### src/rtl/elevator_pkg.sv
// Shared types and helpers for the elevator scheduler: FSM state, travel
// direction encodings and call-mask search functions.
package elevator_pkg;

    typedef enum logic [1:0] {
        ST_IDLE,
        ST_MOVE,
        ST_DOOR
    } state_e;

    localparam logic DIR_UP   = 1'b1;
    localparam logic DIR_DOWN = 1'b0;

    // Masks are passed zero-extended to the largest supported shaft.
    localparam int unsigned MAX_FLOORS = 64;

    function automatic logic calls_above(input logic [MAX_FLOORS-1:0] mask, input int unsigned f);
        logic found;
        found = 1'b0;
        for (int unsigned i = 0; i < MAX_FLOORS; i++) begin
            if (i > f && mask[i]) found = 1'b1;
        end
        return found;
    endfunction

    function automatic logic calls_below(input logic [MAX_FLOORS-1:0] mask, input int unsigned f);
        logic found;
        found = 1'b0;
        for (int unsigned i = 0; i < MAX_FLOORS; i++) begin
            if (i < f && mask[i]) found = 1'b1;
        end
        return found;
    endfunction

endpackage

### src/rtl/floor_stop_check.sv
// Combinational stop decision for one floor and travel direction, plus the
// one-hot masks of the pending calls that a stop there serves.
module floor_stop_check
    import elevator_pkg::*;
#(
    parameter int unsigned NUM_FLOORS = 8,
    parameter int unsigned FLOOR_W    = $clog2(NUM_FLOORS)
) (
    input  logic [FLOOR_W-1:0]    i_floor,
    input  logic                  i_dir,
    input  logic [NUM_FLOORS-1:0] i_pend_in,
    input  logic [NUM_FLOORS-1:0] i_pend_up,
    input  logic [NUM_FLOORS-1:0] i_pend_down,
    output logic                  o_stop,
    output logic [NUM_FLOORS-1:0] o_clr_in,
    output logic [NUM_FLOORS-1:0] o_clr_up,
    output logic [NUM_FLOORS-1:0] o_clr_down
);

    logic [MAX_FLOORS-1:0] w_all;
    logic [NUM_FLOORS-1:0] w_onehot;
    logic                  w_beyond;
    logic                  w_match;
    logic                  w_opp_stop;

    always_comb begin
        w_all    = MAX_FLOORS'(i_pend_in | i_pend_up | i_pend_down);
        w_onehot = '0;
        w_onehot[i_floor] = 1'b1;

        w_beyond = (i_dir == DIR_DOWN) ? calls_below(w_all, 32'(i_floor))
                                       : calls_above(w_all, 32'(i_floor));
        w_match  = (i_dir == DIR_UP) ? i_pend_up[i_floor] : i_pend_down[i_floor];
        // An opposite hall call only turns the car round when nothing lies further on.
        w_opp_stop = ((i_dir == DIR_UP) ? i_pend_down[i_floor] : i_pend_up[i_floor]) & ~w_beyond;

        o_stop     = i_pend_in[i_floor] | w_match | w_opp_stop;
        o_clr_in   = w_onehot;
        o_clr_up   = ((i_dir == DIR_UP) || w_opp_stop) ? w_onehot : '0;
        o_clr_down = ((i_dir == DIR_DOWN) || w_opp_stop) ? w_onehot : '0;
    end

endmodule

### src/rtl/elevator_scheduler.sv
// Elevator car controller: call latching, floor stepping, door timing and
// direction scheduling. Define ELEV_DOOR_HOLD_EN to add the i_door_hold input.
module elevator_scheduler
    import elevator_pkg::*;
#(
    parameter int unsigned NUM_FLOORS  = 8,
    parameter int unsigned FLOOR_W     = $clog2(NUM_FLOORS),
    parameter int unsigned MOVE_CYCLES = 4,
    parameter int unsigned DOOR_CYCLES = 6
) (
    input  logic                  i_clock,
    input  logic                  i_reset_n,
    input  logic [NUM_FLOORS-1:0] i_call_in,
    input  logic [NUM_FLOORS-1:0] i_call_up,
    input  logic [NUM_FLOORS-1:0] i_call_down,
`ifdef ELEV_DOOR_HOLD_EN
    input  logic                  i_door_hold,
`endif
    output logic [FLOOR_W-1:0]    o_cur_floor,
    output logic                  o_direction,
    output logic                  o_moving,
    output logic                  o_door_open,
    output logic [NUM_FLOORS-1:0] o_pending_in,
    output logic [NUM_FLOORS-1:0] o_pending_up,
    output logic [NUM_FLOORS-1:0] o_pending_down
);

    localparam int unsigned TMR_MAX = (MOVE_CYCLES > DOOR_CYCLES) ? MOVE_CYCLES : DOOR_CYCLES;
    localparam int unsigned TMR_W   = $clog2(TMR_MAX + 1);
    localparam logic [TMR_W-1:0] MOVE_LAST = TMR_W'(MOVE_CYCLES - 1);
    localparam logic [TMR_W-1:0] DOOR_LAST = TMR_W'(DOOR_CYCLES - 1);
    // No up call from the top floor, no down call from the bottom floor.
    localparam logic [NUM_FLOORS-1:0] UP_MASK   = {NUM_FLOORS{1'b1}} >> 1;
    localparam logic [NUM_FLOORS-1:0] DOWN_MASK = {NUM_FLOORS{1'b1}} << 1;

    state_e                r_state;
    logic [FLOOR_W-1:0]    r_cur_floor;
    logic                  r_dir;
    logic [TMR_W-1:0]      r_timer;
    logic                  r_moving;
    logic                  r_door_open;
    logic [NUM_FLOORS-1:0] r_pend_in;
    logic [NUM_FLOORS-1:0] r_pend_up;
    logic [NUM_FLOORS-1:0] r_pend_down;

    logic [MAX_FLOORS-1:0] w_pend_all;
    logic [FLOOR_W-1:0]    w_next_floor;
    logic [FLOOR_W-1:0]    w_chk_floor;
    logic                  w_stop;
    logic                  w_ahead;
    logic                  w_behind;
    logic                  w_clr_en;
    logic                  w_hold;
    logic [NUM_FLOORS-1:0] w_clr_in;
    logic [NUM_FLOORS-1:0] w_clr_up;
    logic [NUM_FLOORS-1:0] w_clr_down;

`ifdef ELEV_DOOR_HOLD_EN
    assign w_hold = i_door_hold;
`else
    assign w_hold = 1'b0;
`endif

    assign w_pend_all   = MAX_FLOORS'(r_pend_in | r_pend_up | r_pend_down);
    assign w_next_floor = (r_dir == DIR_UP) ? r_cur_floor + FLOOR_W'(1)
                                            : r_cur_floor - FLOOR_W'(1);
    // While moving, the stop test looks at the floor about to be reached.
    assign w_chk_floor  = (r_state == ST_MOVE) ? w_next_floor : r_cur_floor;
    assign w_ahead  = (r_dir == DIR_UP) ? calls_above(w_pend_all, 32'(r_cur_floor))
                                        : calls_below(w_pend_all, 32'(r_cur_floor));
    assign w_behind = (r_dir == DIR_UP) ? calls_below(w_pend_all, 32'(r_cur_floor))
                                        : calls_above(w_pend_all, 32'(r_cur_floor));
    assign w_clr_en = (r_state == ST_DOOR)
                   || (r_state == ST_IDLE && w_stop)
                   || (r_state == ST_MOVE && r_timer == MOVE_LAST && w_stop);

    floor_stop_check #(
        .NUM_FLOORS (NUM_FLOORS)
    ) u_stop (
        .i_floor     (w_chk_floor),
        .i_dir       (r_dir),
        .i_pend_in   (r_pend_in),
        .i_pend_up   (r_pend_up),
        .i_pend_down (r_pend_down),
        .o_stop      (w_stop),
        .o_clr_in    (w_clr_in),
        .o_clr_up    (w_clr_up),
        .o_clr_down  (w_clr_down)
    );

    always_ff @(posedge i_clock or negedge i_reset_n) begin
        if (!i_reset_n) begin
            r_pend_in   <= '0;
            r_pend_up   <= '0;
            r_pend_down <= '0;
        end else begin
            r_pend_in   <= (r_pend_in | i_call_in) & ~(w_clr_en ? w_clr_in : '0);
            r_pend_up   <= (r_pend_up | (i_call_up & UP_MASK)) & ~(w_clr_en ? w_clr_up : '0);
            r_pend_down <= (r_pend_down | (i_call_down & DOWN_MASK))
                         & ~(w_clr_en ? w_clr_down : '0);
        end
    end

    always_ff @(posedge i_clock or negedge i_reset_n) begin
        if (!i_reset_n) begin
            r_state     <= ST_IDLE;
            r_cur_floor <= '0;
            r_dir       <= DIR_UP;
            r_timer     <= '0;
            r_moving    <= 1'b0;
            r_door_open <= 1'b0;
        end else begin
            unique case (r_state)
                ST_IDLE: begin
                    r_timer <= '0;
                    if (w_stop) begin
                        r_state     <= ST_DOOR;
                        r_door_open <= 1'b1;
                    end else if (w_ahead || w_behind) begin
                        r_state  <= ST_MOVE;
                        r_moving <= 1'b1;
                        if (!w_ahead) r_dir <= ~r_dir;
                    end
                end
                ST_MOVE: begin
                    if (r_timer == MOVE_LAST) begin
                        r_cur_floor <= w_next_floor;
                        r_timer     <= '0;
                        if (w_stop) begin
                            r_state     <= ST_DOOR;
                            r_moving    <= 1'b0;
                            r_door_open <= 1'b1;
                        end
                    end else begin
                        r_timer <= r_timer + TMR_W'(1);
                    end
                end
                ST_DOOR: begin
                    if (w_hold) begin
                        r_timer <= '0;
                    end else if (r_timer == DOOR_LAST) begin
                        r_timer     <= '0;
                        r_door_open <= 1'b0;
                        if (w_ahead || w_behind) begin
                            r_state  <= ST_MOVE;
                            r_moving <= 1'b1;
                            if (!w_ahead) r_dir <= ~r_dir;
                        end else begin
                            r_state <= ST_IDLE;
                        end
                    end else begin
                        r_timer <= r_timer + TMR_W'(1);
                    end
                end
                default: begin
                    r_state     <= ST_IDLE;
                    r_moving    <= 1'b0;
                    r_door_open <= 1'b0;
                end
            endcase
        end
    end

    assign o_cur_floor    = r_cur_floor;
    assign o_direction    = r_dir;
    assign o_moving       = r_moving;
    assign o_door_open    = r_door_open;
    assign o_pending_in   = r_pend_in;
    assign o_pending_up   = r_pend_up;
    assign o_pending_down = r_pend_down;

endmodule
### config.mk
export PLATFORM = sky130hd
export DESIGN_NAME = elevator_scheduler
export DESIGN_NICKNAME = d
export VERILOG_FILES = /design/src/rtl/elevator_pkg.sv /design/src/rtl/floor_stop_check.sv /design/src/rtl/elevator_scheduler.sv
export SDC_FILE = /design/constraint.sdc
export NUM_CORES = 1
export LEC_CHECK = 0
export CAP_MARGIN = 40
export CELL_PAD_IN_SITES_DETAIL_PLACEMENT = 1
export CELL_PAD_IN_SITES_GLOBAL_PLACEMENT = 2
export CORE_MARGIN = 3
export CORE_UTILIZATION = 28
export CTS_BUF_LIST = sky130_fd_sc_hd__clkbuf_8
export DETAILED_ROUTE_END_ITERATION = 12
export GPL_TIMING_DRIVEN = 0
export PLACE_DENSITY = 0.75
export SETUP_SLACK_MARGIN = 0.02
export SYNTH_ARGS = -nofsm -noshare
export SYNTH_HDL_FRONTEND = slang
export SYNTH_HIERARCHICAL = 1
export SYNTH_SLANG_ARGS = --single-unit
### constraint.sdc
create_clock -name i_clock -period 3.9 [get_ports i_clock]
set_input_delay 0.975 -clock i_clock [delete_from_list [all_inputs] [get_ports i_clock]]
set_output_delay 0.975 -clock i_clock [all_outputs]
set_load 0.03 [all_outputs]
==> impl_metrics.ini <==
[run_status]
status = complete, no violations

[logic_synthesis]
synth-edff-count = 0
yosysWarnings = 6
post-synth-top-area-fraction_pct = 33.63
yosysMostFrequentCell = nor2_1
netlist_top_cells_area = dfrtp_1 (34%), ha_1 (7.9%), nor2_1 (6.8%), a21oi_1 (6.1%), mux4_2 (4.5%)
synth.top_cells.by_count = nor2_1 (46), dfrtp_1 (34), a21oi_1 (31), nor3_1 (22), nand2_1 (19)
synth.cell_area_sq_um = 2530
syn_nets = 325
ys.flop_type = dfrtp_1
syn_area_per_cell_sq_um = 8.940
ys_seq_area_share_pct = 34.67
syn_inst = 283
ys_types = 49
async_flop_share_pct = 100.0
yosys.area.top_type = dfrtp_1
ys_ff_latch = 35

[setup_path]
reg2reg_to = r_state[1]
slowest_stage = mux4_2
cp-endpoint = r_state[1]
arrival_ns = 3.91
worstPathBufferInverterCount = 4
r2r_cells = 18
startpoint = o_cur_floor[1]
crit_family = multiplexers
reg2reg_from = o_cur_floor[1]
required_ns = 4.08
r2r_slack_ns = 0.17
crit_type = flip-flop to flip-flop
crit_chain = buf_4 > clkinvlp_4 > ha_1 > xnor2_2 > nand2_1 > o21ai_2 > buf_6 > mux4_2 > mux2_4 > a211oi_2 > o31ai_2 > buf_8 > nand2_1 > a21oi_4 > mux2_2 > nand2_1 > o31ai_1 > a21o_1
end_kind = flip-flop
slowest_delay_ns = 0.49
start_kind = flip-flop
cp.depth = 18
critical_path.max_fanout = 8
critical_path.most_common_cell = nand2_1

[timing]
max_freq_mhz = 268.0
fin_crit_sh_pct = 95.69
fin_crit_ns = 3.732
final_hold_viol_count = 0
final_max_slew_viol_count = 0
worst_slew_pin_slew_ns = 0.6421
setup-violations-final = 0
slew_headroom_pct = 56.81
fin_ws_ns = 0.1682
skew_ns = 0.01094

[pwr]
ir_worst_vdd_v = 0.0002310
power.leakage_nw = 1.372
finalPower_mw = 2.330
p_per_area_nw_per_um2 = 668.9

[clock_tree]
htree_levels = 2
numCtsBuffers = 5
root_buffer = clkbuf_8
cts_max_path_buffers = 2
path_clk_slew_ns = 0.07
clkLatencyLatePin_ns = 0.29
cts.sinks = 35
cts_tree = yes

[global_route]
antenna_found_initial = 0
grt_pass1_vias = 2404
overflow = 0
grt_pass1_wl_um = 13100
grtUsageTotal_pct = 16.35
grt_max_degree = 23

[route]
drt-initial-drc-count = 82
finalWirelength_um = 8526
vias = 2443
drt-vias-per-instance = 5.254
antenna_left = 0
wl_met2_um = 3929
wire_per_inst_um = 18.34
wl_met3_um = 282
top_layer = met4
detail_route.drc_violations = 0
wl_met1_um = 4146
drt_first_pass_iters = 4

[layout]
antenna_cells = 0
area_growth_pct = 37.69
nets = 398
final-seq-area_sq_um = 879.6
multi_input_area_sq_um = 1553
drive_gt1_share_pct = 18.77
fillers = 1021

[die]
row_count = 34
core_area_sq_um = 8763
die_y_um = 101.1
die_w_um = 101.1
pin_count = 56
die-area_sq_um = 10210
start_util_pct = 28.87

[placed_design]
hpwl_um = 6216
pre_cts_ws_ns = -0.6168
place.gp.congestion = 0.8767
io_buffer_count = 53

[run]
maxCapViolCount = 0

[hold_path]
min_path_type = flip-flop to flip-flop
-- final cells by class --
class / count / area share, %
timing repair buffer: 66 / 18.46
clock inverter: 2 / 0.2514
buffer: 14 / 3.269
inverter: 17 / 1.940
clock buffer: 6 / 2.371
sequential: 35 / 25.25
tap: 108 / 3.879
multi-input combinational: 217 / 44.58
-- worst min path at each step --
| stage | start | to | slack, ns | cells past startpoint |
|---|---|---|---|---|
| after floorplan | r_timer[0] | r_timer[0] | 0.52 | 2 |
| after global placement | o_moving | o_moving | 0.51 | 2 |
| after detailed placement | o_moving | o_moving | 0.54 | 2 |
| after CTS | o_moving | o_moving | 0.55 | 2 |
| after global routing | o_moving | o_moving | 0.58 | 2 |
| final | o_moving | o_moving | 0.54 | 2 |
-- flip-flops by register name, indices dropped and copies added, names as in the netlist --
| register | flops |
|---|---|
| r_state | 2 |
| o_moving | 1 |
| o_cur_floor | 3 |
| o_pending_up | 8 |
| r_timer | 3 |
| o_pending_in | 8 |
| o_pending_down | 8 |
| o_door_open | 1 |
| o_direction | 1 |
-- cells in the final DEF (no fill, tap or decap), types with 2 or more instances in the layout --
cell type / count
a2111oi_4: 2
a211oi_1: 2
a21boi_0: 3
a21o_1: 2
a21oi_1: 30
a21oi_4: 2
a22o_1: 2
a31oi_1: 5
buf_2: 5
buf_4: 15
buf_6: 4
clkbuf_8: 6
clkdlybuf4s50_1: 52
dfrtp_1: 32
dfrtp_2: 2
ha_1: 15
inv_1: 17
mux2_2: 3
mux2i_1: 2
mux4_2: 5
nand2_1: 19
nand3_1: 7
nor2_1: 46
nor2b_1: 3
nor3_1: 22
nor3_2: 5
o211ai_1: 2
o21ai_0: 6
o21ai_1: 4
o22ai_1: 4
o31a_1: 2
o31ai_1: 4
-- what timing repair did --
item,CTS,global route
setup buffers,1,11
hold buffers,0,0
resized for setup,11,13
pin swaps,1,5
setup endpoints to repair,28,24
-- stage by stage --
stage | hold WS, ns | setup TNS (ns) | util [%] | cell area [sq um] | std cells
6_report | 0.5354 | 0 | 39.75 | 3483 | 465
5_1_grt | 0.5796 | -0.2464 | 39.75 | 3483 | 465
4_1_cts | 0.5530 | 0 | 38.29 | 3356 | 454
3_5_place_dp | 0.5358 | -12.42 | 36.72 | 3218 | 445
3_3_place_gp | 0.5057 | -11.33 | 36.46 | 3196 | 444
2_1_floorplan | 0.5197 | 0 | - | 2530 | 283
-- power breakdown --
group          total [mW]  leakage (nW)  internal [mW]  switching [mW]
Combinational        1.51         0.952          0.638           0.870
Clock               0.280        0.0524          0.140           0.140
Sequential          0.542         0.368          0.436           0.105
Total                2.33          1.37           1.21            1.12
-- cells by family (layout without fill, tap and decap cells) --
group | after synthesis | in the layout | synth area share (%)
mux | 12 | 12 | 8.210
fa+ha+maj | 16 | 16 | 7.913
simple gates | 109 | 109 | 21.22
buf+inv | 31 | 105 | 6.429
xor+xnor | 3 | 3 | 1.039
flops | 35 | 35 | 34.67
compound gates | 77 | 77 | 20.52
-- metal layers --
layer / vias to the layer above / global-route usage [%]
met4: 0 / 4.806
met1: 1216 / 24.07
met3: 11 / 2.076
met2: 56 / 24.90
li1: 1160 / -
met5: - / 0
-- tightest hold or removal path, cell delays in order, from the launching register on --
cell     delay, ns
dfrtp_1       0.35
a31oi_1       0.04
a21oi_1       0.10
Note: power is estimated with default switching activity, not from simulation.
